`src/rtl/boot_pkg.sv`:
```
// rtl/boot_pkg.sv - shared state and error-code definitions for the PRAM boot loader
package boot_pkg;

   // Loader sequencing: header read, length check, per-byte read/write, checksum check.
   typedef enum logic [3:0] {
      IDLE      = 4'd0,
      RD_LEN_LO = 4'd1,
      RD_LEN_HI = 4'd2,
      CHK_LEN   = 4'd3,
      RD_BYTE   = 4'd4,
      WRITE     = 4'd5,
      RD_CSUM   = 4'd6,
      VERIFY    = 4'd7,
      DONE      = 4'd8,
      ERROR     = 4'd9
   } state_e;

   // Status reported on err_code.
   localparam logic [1:0] ERR_NONE    = 2'b00;
   localparam logic [1:0] ERR_LEN     = 2'b01;
   localparam logic [1:0] ERR_TIMEOUT = 2'b10;
   localparam logic [1:0] ERR_CSUM    = 2'b11;

endpackage

```
`src/rtl/btn_sync_edge.sv`:
```
// rtl/btn_sync_edge.sv - two-flop synchronizer with registered rising-edge pulse
module btn_sync_edge (
   input  logic clk,
   input  logic rst_n,
   input  logic btn_i,
   output logic pulse_o
);

   logic meta_q;
   logic sync_q;
   logic prev_q;
   logic pulse_q;

   // Synchronize the raw button, then emit one registered pulse per rising edge (3 cycles pin-to-pulse).
   always_ff @(posedge clk or negedge rst_n) begin
      if (!rst_n) begin
         meta_q  <= 1'b0;
         sync_q  <= 1'b0;
         prev_q  <= 1'b0;
         pulse_q <= 1'b0;
      end else begin
         meta_q  <= btn_i;
         sync_q  <= meta_q;
         prev_q  <= sync_q;
         pulse_q <= sync_q & ~prev_q;
      end
   end

   assign pulse_o = pulse_q;

endmodule

```
`src/rtl/pram_boot_loader.sv`:
```
// rtl/pram_boot_loader.sv - loads a length-prefixed, checksummed image from flash into PRAM
module pram_boot_loader
   import boot_pkg::*;
#(
   parameter int                     PRAM_DEPTH  = 512,
   parameter int                     PRAM_AW     = 9,
   parameter int                     FLASH_AW    = 16,
   parameter logic [FLASH_AW-1:0]    IMG_BASE    = '0,
   parameter int                     TIMEOUT_CYC = 65535
) (
   input  logic                clk,
   input  logic                rst_n,
   input  logic                start_btn,
   output logic                flash_req,
   output logic [FLASH_AW-1:0] flash_addr,
   input  logic [7:0]          flash_data,
   input  logic                flash_valid,
   output logic                pram_we,
   output logic [PRAM_AW-1:0]  pram_addr,
   output logic [7:0]          pram_data,
   output logic                cpu_rst,
   output logic                busy,
   output logic                load_done,
   output logic [1:0]          err_code
);

   localparam int             TMO_W   = $clog2(TIMEOUT_CYC + 1);
   localparam logic [TMO_W-1:0] TMO_MAX = TMO_W'(TIMEOUT_CYC);
   localparam logic [15:0]    LEN_MAX = 16'(PRAM_DEPTH);

   logic start_p;

   state_e                state_q, state_d;
   logic                  wait_q, wait_d;
   logic [FLASH_AW-1:0]   flash_addr_q, flash_addr_d;
   logic [15:0]           len_q, len_d;
   logic [15:0]           count_q, count_d;
   logic [7:0]            sum_q, sum_d;
   logic [7:0]            csum_q, csum_d;
   logic [PRAM_AW-1:0]    pram_addr_q, pram_addr_d;
   logic [7:0]            pram_data_q, pram_data_d;
   logic [TMO_W-1:0]      tmo_q, tmo_d;
   logic                  cpu_rst_q, cpu_rst_d;
   logic                  busy_q, busy_d;
   logic                  done_q, done_d;
   logic [1:0]            err_q, err_d;
   logic                  flash_req_c;
   logic                  pram_we_c;

   btn_sync_edge u_start_sync (
      .clk     (clk),
      .rst_n   (rst_n),
      .btn_i   (start_btn),
      .pulse_o (start_p)
   );

   // State and datapath registers; reset parks the CPU in reset with no transaction pending.
   always_ff @(posedge clk or negedge rst_n) begin
      if (!rst_n) begin
         state_q      <= IDLE;
         wait_q       <= 1'b0;
         flash_addr_q <= IMG_BASE;
         len_q        <= '0;
         count_q      <= '0;
         sum_q        <= '0;
         csum_q       <= '0;
         pram_addr_q  <= '0;
         pram_data_q  <= '0;
         tmo_q        <= '0;
         cpu_rst_q    <= 1'b1;
         busy_q       <= 1'b0;
         done_q       <= 1'b0;
         err_q        <= ERR_NONE;
      end else begin
         state_q      <= state_d;
         wait_q       <= wait_d;
         flash_addr_q <= flash_addr_d;
         len_q        <= len_d;
         count_q      <= count_d;
         sum_q        <= sum_d;
         csum_q       <= csum_d;
         pram_addr_q  <= pram_addr_d;
         pram_data_q  <= pram_data_d;
         tmo_q        <= tmo_d;
         cpu_rst_q    <= cpu_rst_d;
         busy_q       <= busy_d;
         done_q       <= done_d;
         err_q        <= err_d;
      end
   end

   // Next-state and strobe decode. Each flash read state issues one request, then waits
   // (wait_q=1) for flash_valid or the timeout; strobes seen outside that wait are ignored.
   always_comb begin
      state_d      = state_q;
      wait_d       = wait_q;
      flash_addr_d = flash_addr_q;
      len_d        = len_q;
      count_d      = count_q;
      sum_d        = sum_q;
      csum_d       = csum_q;
      pram_addr_d  = pram_addr_q;
      pram_data_d  = pram_data_q;
      tmo_d        = tmo_q;
      cpu_rst_d    = cpu_rst_q;
      busy_d       = busy_q;
      done_d       = done_q;
      err_d        = err_q;
      flash_req_c  = 1'b0;
      pram_we_c    = 1'b0;

      case (state_q)
         IDLE, DONE, ERROR: begin
            if (start_p) begin
               cpu_rst_d    = 1'b1;
               busy_d       = 1'b1;
               done_d       = 1'b0;
               err_d        = ERR_NONE;
               sum_d        = '0;
               count_d      = '0;
               wait_d       = 1'b0;
               flash_addr_d = IMG_BASE;
               state_d      = RD_LEN_LO;
            end
         end

         RD_LEN_LO, RD_LEN_HI, RD_BYTE, RD_CSUM: begin
            if (!wait_q) begin
               flash_req_c = 1'b1;
               wait_d      = 1'b1;
               tmo_d       = TMO_W'(1);
            end else if (flash_valid) begin
               wait_d       = 1'b0;
               flash_addr_d = flash_addr_q + 1'b1;
               case (state_q)
                  RD_LEN_LO: begin
                     len_d[7:0] = flash_data;
                     state_d    = RD_LEN_HI;
                  end
                  RD_LEN_HI: begin
                     len_d[15:8] = flash_data;
                     state_d     = CHK_LEN;
                  end
                  RD_BYTE: begin
                     pram_addr_d = count_q[PRAM_AW-1:0];
                     pram_data_d = flash_data;
                     state_d     = WRITE;
                  end
                  default: begin
                     csum_d  = flash_data;
                     state_d = VERIFY;
                  end
               endcase
            end else if (tmo_q == TMO_MAX) begin
               wait_d  = 1'b0;
               err_d   = ERR_TIMEOUT;
               busy_d  = 1'b0;
               state_d = ERROR;
            end else begin
               tmo_d = tmo_q + 1'b1;
            end
         end

         CHK_LEN: begin
            if (len_q == 16'd0 || len_q > LEN_MAX) begin
               err_d   = ERR_LEN;
               busy_d  = 1'b0;
               state_d = ERROR;
            end else begin
               state_d = RD_BYTE;
            end
         end

         WRITE: begin
            pram_we_c = 1'b1;
            sum_d     = sum_q + pram_data_q;
            count_d   = count_q + 16'd1;
            state_d   = (count_d == len_q) ? RD_CSUM : RD_BYTE;
         end

         VERIFY: begin
            busy_d = 1'b0;
            if (csum_q == sum_q) begin
               cpu_rst_d = 1'b0;
               done_d    = 1'b1;
               state_d   = DONE;
            end else begin
               err_d   = ERR_CSUM;
               state_d = ERROR;
            end
         end

         default: state_d = IDLE;
      endcase
   end

   assign flash_req  = flash_req_c;
   assign flash_addr = flash_addr_q;
   assign pram_we    = pram_we_c;
   assign pram_addr  = pram_addr_q;
   assign pram_data  = pram_data_q;
   assign cpu_rst    = cpu_rst_q;
   assign busy       = busy_q;
   assign load_done  = done_q;
   assign err_code   = err_q;

endmodule
```
`config.mk`:
```
export PLATFORM = sky130hd
export DESIGN_NAME = pram_boot_loader
export DESIGN_NICKNAME = d
export VERILOG_FILES = /design/src/rtl/boot_pkg.sv /design/src/rtl/btn_sync_edge.sv /design/src/rtl/pram_boot_loader.sv
export SDC_FILE = /design/constraint.sdc
export NUM_CORES = 1
export LEC_CHECK = 0
export ABC_CLOCK_PERIOD_IN_PS = 2600
export BUFFER_PORTS_ARGS = -buffer_cell sky130_fd_sc_hd__buf_2
export CELL_PAD_IN_SITES_DETAIL_PLACEMENT = 0
export CELL_PAD_IN_SITES_GLOBAL_PLACEMENT = 1
export CORE_AREA = 3 3 128 130
export DETAILED_ROUTE_END_ITERATION = 7
export DIE_AREA = 0 0 131 133
export GPL_TIMING_DRIVEN = 0
export PLACE_DENSITY = 0.75
export SETUP_SLACK_MARGIN = 0.3
export SYNTH_ARGS = -nofsm -noshare
export SYNTH_HDL_FRONTEND = slang
export SYNTH_HIERARCHICAL = 1
export SYNTH_SLANG_ARGS = --single-unit
```
`constraint.sdc`:
```
create_clock -name clk -period 2.6 [get_ports clk]
set_clock_uncertainty 0.2 [all_clocks]
set_input_delay 0.13 -clock clk [delete_from_list [all_inputs] [get_ports clk]]
set_output_delay 0.13 -clock clk [all_outputs]
set_load 0.005 [all_outputs]
```
; Word-level counts from Yosys, hierarchy flattened
; Index checks and enable logic that the tools add are counted.
[word_totals]
regBits = 111
inputBits = 12
out_inout_bits = 40
wordCells = 116
[classes]
add_sub_neg = 4
n_lt_le_gt_ge = 1
eq_ne = 23
muxes = 44
n_bitwise = 3
reduce_logical = 22
[ops]
columns = op, n
row1 = 16-bit 2-to-1 mux, 6
row2 = 16-bit case mux with 2 select lines, 2
row3 = 16-bit by 1-bit adder with 16-bit output (second input constant), 3
row4 = 4-bit 2-to-1 mux, 5
row5 = 4-bit case mux with 5 select lines, 1
row6 = 4-bit AND reduction, 5
row7 = 2-bit != test (second input constant), 9
row8 = 16-bit equality test, 1
row9 = 16-bit equality test (second input constant), 1
row10 = 4-bit by 3-bit equality test with 1-bit output (second input constant), 4
row11 = 16-bit by 10-bit greater-than comparator with 1-bit output (second input constant), 1
row12 = 16-bit logical NOT, 1
row13 = 8-bit case mux with 2 select lines, 1
row14 = 1-bit 2-to-1 mux, 15
row15 = 2-bit 2-to-1 mux, 7
row16 = 3-bit case mux with 3 select lines, 1
row17 = 3-bit AND reduction, 3
row18 = 8-bit adder, 1
row19 = 4-bit by 2-bit equality test with 1-bit output (second input constant), 2
row20 = 4-bit equality test (second input constant), 2
row21 = 8-bit equality test, 1
row22 = 8-bit 2-to-1 mux, 1
row23 = 2-bit case mux with 4 select lines, 1
row24 = 7-bit AND reduction, 1
row25 = other kinds (15), 22

; Logic depth before layout (Yosys ltp)
[depth]
ltp_word = 5
depth_mapped = 8
depth_no_buf = 8

; Modules after synthesis
; The synthesis kept the hierarchy.
[by_module_without_submodules]
columns = module, n_inst, cells_each, area_per_inst_um2, seq_area_each_um2
row1 = pram_boot_loader, 1, 599, 5800.6, 2678.8
row2 = btn_sync_edge, 1, 5, 113.9, 100.1

; Least setup slack after synthesis
; OpenSTA, ideal clock, no wires.
[synth_path]
path_kind = register to register
startpoint = register state_q[2]
endpoint = register tmo_q[14]
setup_ns = 0.133
t_arrival_ns = 2.000
required_ns = 2.267
setup_slack_ns = 0.267
path_stages_with_launch = 9
path_buffers = 2
synth_period_minus_slack_ns = 2.333
path_cell_list = dfrtp_1 or3b_1 a21o_1 buf_2 a311oi_4 buf_6 nand3_1 xor2_1 nor2_1
[synth_between]
elab_chain_cells = 3
word_cells_on_any_way = 6
cone_classes = eq/ne (4) / reduce/logical (2)
[synth_lines]
columns = item, line
row1 = start: declaration, pram_boot_loader.sv:33  ; state_e state_q, state_d;
row2 = start signal: assignment, pram_boot_loader.sv:75  ; state_q <= state_d;
row3 = "4-bit by 1-bit equality test with 1-bit output, or another cell as far along", pram_boot_loader.sv:112  ; case (state_q)
row4 = 4-bit OR reduction (*), pram_boot_loader.sv:112
row5 = 3-bit AND reduction (no source line) (*), n/a
row6 = end signal: assignment, pram_boot_loader.sv:84  ; tmo_q <= tmo_d;
row7 = end: declaration, pram_boot_loader.sv:42  ; logic [TMO_W-1:0] tmo_q, tmo_d;
; Mark *: on every way between the ends. The rest lies on a longest branch, timed or not.
; A chain may end at the register's enable or synchronous reset.

; Worst setup path after layout
[layout_path]
startpoint = register count_q[1]
endpoint = register state_q[1]
[layout_between]
elab_chain_cells = 4
[layout_lines]
columns = item, line
row1 = start: declaration, pram_boot_loader.sv:37  ; logic [15:0] count_q, count_d;
row2 = start signal: assignment, pram_boot_loader.sv:79  ; count_q <= count_d;
row3 = 16-bit by 1-bit adder with 16-bit output, pram_boot_loader.sv:177  ; count_d = count_q + 16'd1;
row4 = 16-bit equality test, pram_boot_loader.sv:178  ; state_d = (count_d == len_q) ? RD_CSUM : RD_BYTE;
row5 = 2-bit 2-to-1 mux, pram_boot_loader.sv:178
row6 = 4-bit case mux with 5 select lines, pram_boot_loader.sv:112
; Every way passes these cells.

==> results.yml <==
status:
  status: "completed"
synthesis:
  synthTopCellsByCount: "dfrtp_1 (110), nor2_1 (60), nand2_1 (54), o21ai_0 (49), mux2_2 (35)"
  yosysTopAreaCellShare_pct: 46.5
  ys_types: 59
  synth_seq_area_share_pct: 47.0
  synthTopCellsByArea: "dfrtp_1 (47%), mux2_2 (6.7%), xor2_1 (4.7%)"
  avgSynthCellArea_um2: 9.79
  ys.flop_type: "dfrtp_1"
  yosys.area.top_type: "dfrtp_1"
  yosysMostFrequentCell: "dfrtp_1"
  syn_area_um2: 5910
  yosysWarnings: 6
  synthArstFlopShare_pct: 100
  synth_cells: 604
  yosys_register_bits: 111
  synth.net_count: 627
  synth_edf_count: 0
global_routing:
  grt_antenna_before_repair: 0
  grt_pass1_wl_um: 25600
  grt-ovfl-total: 0
  grt_max_degree: 84
  track_usage_pct: 18.5
  grt_pass1_vias: 5053
floorplanning:
  dieArea_um2: 17400
  num_rows: 45
  start_util_pct: 38.8
  dieHeight_um: 133
  io_pins: 52
  core_region_area_um2: 15300
  die_w_um: 131
sta:
  period_needed_ps: 2370
  worstMarginPinSlew_ps: 644
  slew_violations: 0
  fmax_mhz: 421
  hold_ws_ps: 14.7
  setup_violations: 0
  hold_viol: 0
  slew-limit-headroom_pct: 57.1
  min_period_over_period_pct: 91.3
  rsz0062_at_grt: "true"
setup_path:
  cp_top_family: "simple AND/OR/NAND/NOR gates"
  reg2reg_to: "state_q[1]$_DFFE_PN0P_"
  worstPathCellList: "buf_4, nand4_1, nor3_4, or3b_1, a2111oi_2, nand4_1, o31ai_2"
  path_max_fanout: 4
  crit_path_frequent_cell: "nand4_1"
  slowest_delay_ps: 420
  critical_path_class: "flip-flop to flip-flop"
  cp-end-kind: "flip-flop"
  reg2reg_from: "count_q[1]$_DFFE_PN0P_"
  r2r_cells: 7
  cp.buffers_inverters: 1
  required_ps: 2660
  crit_path_top_delay_cell: "dfrtp_2"
  cp-start-kind: "flip-flop"
  arrival_ps: 2430
  rrSetupSlack_ps: 230
finish:
  final_nets: 743
  post-route-cell-area_um2: 7600
  area_growth_syn_to_layout_pct: 28.6
  layout-drive-gt1-share_pct: 31.3
  fin_cells: 936
  postLayoutCoreUtil_pct: 49.8
  num_antenna_cells: 0
clock_tree:
  htreeDepth: 3
  cts-buffers-inserted: 9
  clock-sinks: 111
  clk-insertion-delay-late_ps: 360
  cts_buffer_depth: 2
  clk_pin_slew_ps: 80
  tritoncts: "built"
  cts-root-buf: "clkbuf_16"
place:
  dp.cells: 867
  place_congestion: 0.866
  io_buffers: 51
  hpwl_um: 10400
  dpl-instance-area_um2: 6470
worst_hold_path:
  hold_path_class: "primary input to async pin"
drt:
  drt_iter0_markers: 313
  firstDrtPassIters: 5
  drt-vias-per-instance: 5.48
  vias: 5129
  wl_per_cell_um: 16.8
  antenna_left: 0
  routed_wl_um: 15700
  route.detailed.drc: 0
power_and_ir_drop:
  finalPower_w: 0.00602
  p_leak_nw: 3.59
  ir_drop_mv: 0.479
  powerDensity_nw_per_um2: 791
run:
  maxCapViolations: 0
[worst register-to-register path: stages (launching register included)]
cell	delay [ps]
dfrtp_2	420
buf_4	150
nand4_1	230
nor3_4	80
or3b_1	370
a2111oi_2	360
nand4_1	170
o31ai_2	300
[worst max-delay path by stage]
stage | slack [ps] | start | depth (start not counted) | endpoint
after floorplan | 320 | state_q[2]$_DFFE_PN0P_ | 8 | tmo_q[14]$_DFFE_PN0P_
after CTS | 230 | state_q[1]$_DFFE_PN0P_ | 8 | state_q[1]$_DFFE_PN0P_
final | 230 | count_q[1]$_DFFE_PN0P_ | 7 | state_q[1]$_DFFE_PN0P_
after global placement | -310 | state_q[3]$_DFFE_PN0P_ | 8 | count_q[5]$_DFFE_PN0P_
after detailed placement | -300 | state_q[1]$_DFFE_PN0P_ | 8 | count_q[12]$_DFFE_PN0P_
after global routing | 140 | count_q[1]$_DFFE_PN0P_ | 7 | state_q[1]$_DFFE_PN0P_
[power breakdown]
part	switching, W	internal (W)	total (W)
registers	0.000289	0.00198	0.00227
clock network	0.000682	0.000694	0.00138
logic	0.00120	0.00118	0.00237
total	0.00217	0.00385	0.00602
[registers in the layout, indices dropped and copies added, names as in the netlist, 8 cells and up]
name / count
pram_addr: 9
len_q: 16
csum_q: 8
pram_data: 8
tmo_q: 16
sum_q: 8
count_q: 16
flash_addr: 16
[metal layers]
| metal | GRT usage (%) | vias up | routed length [µm] |
|---|---|---|---|
| met2 | 29.6 | 141 | 7680 |
| met1 | 24.5 | 2551 | 6930 |
| met5 | 0 | - | 0 |
| met4 | 5.77 | 0 | 340 |
| met3 | 4.64 | 23 | 767 |
| li1 | - | 2414 | - |
[timing repair]
item,4_1_cts,5_1_grt
setup buffers,25,17
pin swaps,9,29
endpoints found under the hold margin,143,0
endpoints found under the setup margin,92,73
gates resized for setup,60,71
hold buffers,10,0
gates cloned,1,0
[cell usage in the layout (no fill, tap or decap), drive strengths merged, types with 4 or more instances in the layout]
cell type / count
dfrtp: 110
buf: 103
nor2: 60
nand2: 54
o21ai: 49
mux2: 39
xor2: 32
clkbuf: 30
a21oi: 29
nand3: 22
xnor2: 18
nand4: 14
nor3: 14
inv: 13
and3: 12
dlygate4sd3: 10
ha: 10
and2: 8
o31ai: 8
a21o: 6
o22ai: 6
o21bai: 6
nor4: 6
nand2b: 5
and4: 4
o41ai: 4
nor2b: 4
or3: 4
a2111oi: 4
[cell families after synthesis]
logic type / after synthesis / synth area share [%]
buf+inv: 38 / 2.58
simple gates: 219 / 18.4
compound gates: 136 / 14.7
xor+xnor: 50 / 7.40
flops: 111 / 47.0
fa+ha+maj: 11 / 2.45
mux: 39 / 7.43
[stage by stage]
step / TNS, ps / setup WS, ps
after global routing: 0 / 137
after CTS: 0 / 228
after global placement: -21530 / -310
after floorplan: 0 / 323
after detailed placement: -4730 / -299
final: 0 / 226
[layout make-up]
class / instances / area [µm²]
Clock buffer: 10 / 239
Buffer: 28 / 201
Multi-Input combinational cell: 455 / 3270
Fill cell: 1395 / 7650
Timing Repair Buffer: 105 / 751
Inverter: 10 / 45.0
Clock inverter: 6 / 52.6
Tap cell: 211 / 264
Sequential cell: 111 / 2780
Note: power is estimated with default switching activity, not from simulation.
